$ cat config.mk
export PLATFORM = sky130hd
export DESIGN_NAME = multi_colour_detect
export DESIGN_NICKNAME = d
export VERILOG_FILES = /design/src/rtl/multi_colour_detect.sv
export SDC_FILE = /design/constraint.sdc
export NUM_CORES = 1
export LEC_CHECK = 0
export ABC_AREA = 1
export CAP_MARGIN = 20
export CORE_MARGIN = 2
export CORE_UTILIZATION = 30
export DETAILED_ROUTE_END_ITERATION = 6
export PLACE_DENSITY = 0.56
export SETUP_SLACK_MARGIN = 0.5
export SLEW_MARGIN = 30
export SYNTH_ARGS = -nofsm -noshare
export SYNTH_HDL_FRONTEND = slang
export SYNTH_SLANG_ARGS = --single-unit
$ cat constraint.sdc
create_clock -name clk -period 5.9 [get_ports clk]
set_clock_uncertainty 0.2 [all_clocks]
set_input_delay 1.18 -clock clk [delete_from_list [all_inputs] [get_ports clk]]
set_output_delay 1.18 -clock clk [all_outputs]
set_load 0.03 [all_outputs]
$ cat src/rtl/multi_colour_detect.sv
// Dominant-colour detector: two-stage overlay pipeline plus per-frame
// red/green/blue pixel counters driven by sop/eop framing.
module multi_colour_detect #(
    parameter int CW    = 4,
    parameter int CNT_W = 17
) (
    input  logic              clk,
    input  logic              reset,
    input  logic [3*CW-1:0]   data_in,
    input  logic              valid_in,
    input  logic              sop,
    input  logic              eop,
    input  logic [CW-1:0]     upper_thresh,
    input  logic [CW-1:0]     margin,
    input  logic [1:0]        colour,
    output logic [3*CW-1:0]   data_out,
    output logic              valid_out,
    output logic [CNT_W-1:0]  colour_pixels,
    output logic [CNT_W-1:0]  count_r,
    output logic [CNT_W-1:0]  count_g,
    output logic [CNT_W-1:0]  count_b,
    output logic              frame_done,
    output logic              frame_abort
);

    typedef enum logic {IDLE, ACTIVE} state_t;

    localparam logic [CW-1:0] ONES = {CW{1'b1}};
    localparam logic [CW-1:0] ZERO = {CW{1'b0}};

    logic [CW-1:0] in_r, in_g, in_b;
    logic [CW:0]   lim_r, lim_g, lim_b;
    logic          det_r, det_g, det_b;

    logic [3*CW-1:0] s1_pix;
    logic [2:0]      s1_det;
    logic            s1_valid, s1_sop, s1_eop;
    logic [1:0]      s1_colour;

    logic [3*CW-1:0] overlay;

    state_t          state, state_nxt;
    logic [CNT_W-1:0] run_r, run_g, run_b;
    logic [CNT_W-1:0] run_r_nxt, run_g_nxt, run_b_nxt;
    logic            latch, done_nxt, abort_nxt;

    function automatic logic [CNT_W-1:0] sat_inc(
        input logic [CNT_W-1:0] c,
        input logic             f
    );
        if (f && (c != {CNT_W{1'b1}}))
            return c + CNT_W'(1);
        return c;
    endfunction

    // Comparisons at CW+1 bits so channel+margin cannot wrap
    assign {in_r, in_g, in_b} = data_in;
    assign lim_r = {1'b0, in_r} + {1'b0, margin};
    assign lim_g = {1'b0, in_g} + {1'b0, margin};
    assign lim_b = {1'b0, in_b} + {1'b0, margin};

    assign det_r = (in_r >= upper_thresh) &&
                   ({1'b0, in_r} > lim_g) && ({1'b0, in_r} > lim_b);
    assign det_g = (in_g >= upper_thresh) &&
                   ({1'b0, in_g} > lim_r) && ({1'b0, in_g} > lim_b);
    assign det_b = (in_b >= upper_thresh) &&
                   ({1'b0, in_b} > lim_r) && ({1'b0, in_b} > lim_g);

    always_ff @(posedge clk) begin
        if (reset) begin
            s1_pix    <= '0;
            s1_det    <= '0;
            s1_valid  <= 1'b0;
            s1_sop    <= 1'b0;
            s1_eop    <= 1'b0;
            s1_colour <= '0;
        end else begin
            s1_pix    <= data_in;
            s1_det    <= {det_r, det_g, det_b};
            s1_valid  <= valid_in;
            s1_sop    <= valid_in & sop;
            s1_eop    <= valid_in & eop;
            s1_colour <= colour;
        end
    end

    always_comb begin
        overlay = '0;
        unique case (s1_colour)
            2'b00: if (s1_det[2]) overlay = {ONES, ZERO, ZERO};
            2'b01: if (s1_det[1]) overlay = {ZERO, ONES, ZERO};
            2'b10: if (s1_det[0]) overlay = {ZERO, ZERO, ONES};
            default: overlay = s1_pix;
        endcase
    end

    always_comb begin
        state_nxt = state;
        run_r_nxt = run_r;
        run_g_nxt = run_g;
        run_b_nxt = run_b;
        latch     = 1'b0;
        done_nxt  = 1'b0;
        abort_nxt = 1'b0;
        if (s1_valid) begin
            if (s1_sop) begin
                run_r_nxt = CNT_W'(s1_det[2]);
                run_g_nxt = CNT_W'(s1_det[1]);
                run_b_nxt = CNT_W'(s1_det[0]);
                abort_nxt = (state == ACTIVE);
                state_nxt = ACTIVE;
            end else if (state == ACTIVE) begin
                run_r_nxt = sat_inc(run_r, s1_det[2]);
                run_g_nxt = sat_inc(run_g, s1_det[1]);
                run_b_nxt = sat_inc(run_b, s1_det[0]);
            end
            // eop closes a frame only if one is open (or opens on this beat)
            if (s1_eop && (s1_sop || state == ACTIVE)) begin
                latch     = 1'b1;
                done_nxt  = 1'b1;
                state_nxt = IDLE;
            end
        end
    end

    always_ff @(posedge clk) begin
        if (reset) begin
            state       <= IDLE;
            run_r       <= '0;
            run_g       <= '0;
            run_b       <= '0;
            count_r     <= '0;
            count_g     <= '0;
            count_b     <= '0;
            frame_done  <= 1'b0;
            frame_abort <= 1'b0;
            data_out    <= '0;
            valid_out   <= 1'b0;
        end else begin
            state       <= state_nxt;
            run_r       <= run_r_nxt;
            run_g       <= run_g_nxt;
            run_b       <= run_b_nxt;
            if (latch) begin
                count_r <= run_r_nxt;
                count_g <= run_g_nxt;
                count_b <= run_b_nxt;
            end
            frame_done  <= done_nxt;
            frame_abort <= abort_nxt;
            data_out    <= overlay;
            valid_out   <= s1_valid;
        end
    end

    always_comb begin
        colour_pixels = '0;
        unique case (colour)
            2'b00:   colour_pixels = run_r;
            2'b01:   colour_pixels = run_g;
            2'b10:   colour_pixels = run_b;
            default: colour_pixels = '0;
        endcase
    end

endmodule

==> metrics.md <==
| Metric | Value |
|---|---|
| CTS Hold Bufs | 0 |
| Die ar. | 25,000 um2 |
| Power Density | 236 nW/um2 |
| Synthesis-to-finish area growth | 26.9% |
| Fin. max-slew vios | 0 |
| Number of global-route vias before repair | 6,399 |
| CTS HTree Levels | 4 |
| I/O Pins | 110 |
| CTS tree | yes |
| Initial core utilization | 30.5% |
| Synth area leader | dfxtp_1 |
| Worst Tran Pin Value | 0.877 ns |
| First-pass GRT wire length | 34,500 um |
| DIE HEIGHT | 158 um |
| Iteration count of the initial detailed-routing pass | 6 |
| Final wirelength | 22,000 um |
| Post-layout min period | 4.70 ns |
| EDFF count, synth | 0 |
| Most frequent cell after synthesis | nand2_1 |
| # DRC | 0 |
| Top_reg_cell synth | dfxtp_1 |
| Hold_ws | 0.244 ns |
| Critical path class | in2out |
| R2R depth | 6 |
| Arrival time of the worst setup path | 3.32 ns |
| HPWL after DPL | 16,800 um |
| Synth Area per Inst | 6.91 um2 |
| Synth warn | 0 |
| Sequential area share after synthesis | 38.8% |
| Crit start category | input port |
| Nets | 1,207 |
| Input/output buffers | 109 |
| Hold Violations, Final | 0 |
| DR vias | 6,913 |
| Max Clk Rate | 0.213 GHz |
| Share of the synthesized area in the top cell type | 38.8% |
| Root buffer cell | clkbuf_16 |
| Largest net degree at the start of global routing | 80 |
| Util after Layout | 38.6% |
| Worst-Skew Late Latency | 0.43 ns |
| Iteration-0 DRC Markers | 416 |
| Maximum root-to-sink buffer count | 2 |
| Post-CTS resize count | 0 |
| FF+latch count, synth | 138 |
| Status | complete, no violations |
| WP data required | 4.52 ns |
| Leakage | 3.70 nW |
| Fin cells | 1,463 |
| DR vias/cell | 4.73 |
| Synth Net Count | 1,107 |
| Share of layout cells above drive strength 1 | 4.02% |
| Core Rows | 56 |
| Worst-path clk slew | 0.05 ns |
| Worst min path class | reg2reg |
| Synth top area cells | dfxtp_1, nand2_1, ha_1, nand3_1, nor2_1 |
| Setup TNS | 0 ns |
| CTS buffer count | 17 |
| Critical path capture point type | output pin |
| Worst vdd ir | 0.148 mV |
| Total chip power | 0.00213 W |
| Gate Count Post-Synth | 1,031 |
| Final GP Congestion | 0.907 |
| # Max-Cap Violations | 0 |
| Post-synthesis cell type count | 33 |
| Final ANT Viol Nets | 0 |
| Async SR Flop Fraction | 0% |
| Post-CTS setup buffers | 0 |
| CP Max Fanout | 15 |
| Num Clock Sinks | 138 |
| Wire per inst | 15.1 um |
| Count of cells along the worst hold path | 2 |
| Final period util | 79.7% |
| RSZ-0062 raised after global routing | no |
| Initial antenna violation count | 0 |
| Commonest cells post-synth | nand2_1, dfxtp_1, nor2_1 |
| Post-Syn Area | 7130 um2 |
| Final setup viols | 0 |
| GRT overflow | 0 |
| CORE AREA | 23,400 um2 |
| Antenna Cells | 0 |
| Slew margin rel. | 41.6% |
| Gr usage total | 18.1% |
| Placed cell count | 1,431 |
| Die X | 158 um |
per-layer routing:
layer | track usage, % | wire length [um]
met1 | 23.4 | 10100
met2 | 29.8 | 10400
met3 | 3.67 | 1010
met4 | 6.74 | 512
met5 | 0 | 0
kinds of logic after synthesis:
family                   synth area share, %
flip-flops                              38.8
AO/OA/AOI/OAI                           10.0
buffers and inverters                   8.51
XOR/XNOR                               0.492
adder cells (fa/ha/maj)                 8.92
AND/OR/NAND/NOR                         33.3
critical path: stages:
cell             delay (ns)
clkdlybuf4s50_1        0.50
inv_1                  0.15
nand2_1                0.33
o221ai_1               0.42
clkdlybuf4s50_1        0.74
worst paths after layout:
kind,endpoint,startpoint,slack [ns]
max,colour_pixels[3],colour[1],1.20
min,data_out[4],s1_pix[4],0.24
max reg2reg,count_b[2],s1_valid,2.85
min reg2reg,data_out[4],s1_pix[4],0.24
through the flow:
step,cell area (um2),setup slack [ns]
final,9040,1.20
after detailed placement,8500,1.26
after CTS,9040,1.25
after floorplan,7130,2.38
after global placement,8490,1.28
after global routing,9040,1.12
report_power, final:
part           switching [W]  internal, W
registers         0.00000601     0.000940
clock network       0.000439     0.000547
logic               0.000123    0.0000749
area by class of cell:
cell class	count	area, um2
clock buffers	19	433
clock inverters	13	110
fillers	2536	14400
inverters	126	474
multi-input cells	737	3760
flip-flops and latches	138	2760
well taps	319	399
repair buffers	111	1100
state kept, by name, summed over array words and instances (netlist names):
signal	count
s1_valid	1
data_out	12
frame_abort	1
count_b	17
count_r	17
run_r	17
run_g	17
s1_sop	1
count_g	17
valid_out	1
s1_det	3
state	1
s1_pix	12
s1_colour	2
frame_done	1
s1_eop	1
run_b	17
placed cells by master (no fill, tap or decap), types with 2 or more instances in the layout:
cell type,netlist,layout
nand3_1,108,108
clkbuf_1,18,2
nand2_4,1,2
clkdlybuf4s50_1,0,108
o221ai_1,14,14
inv_6,0,6
inv_2,4,3
nor2_4,3,3
fa_1,3,3
dfxtp_1,138,138
nor2_1,137,137
nor3_1,9,9
ha_1,46,46
inv_1,121,121
clkbuf_16,0,17
or2_2,2,2
clkinvlp_4,0,3
a211oi_1,2,2
nand2_1,264,264
nand4_1,33,33
o21ai_0,40,40
o21ai_1,17,17
buf_4,1,2
xor2_1,3,3
clkinv_4,0,4
o211ai_1,5,5
a21oi_1,37,37
o21bai_1,7,7
No activity file was read; power rests on OpenSTA's default activity.
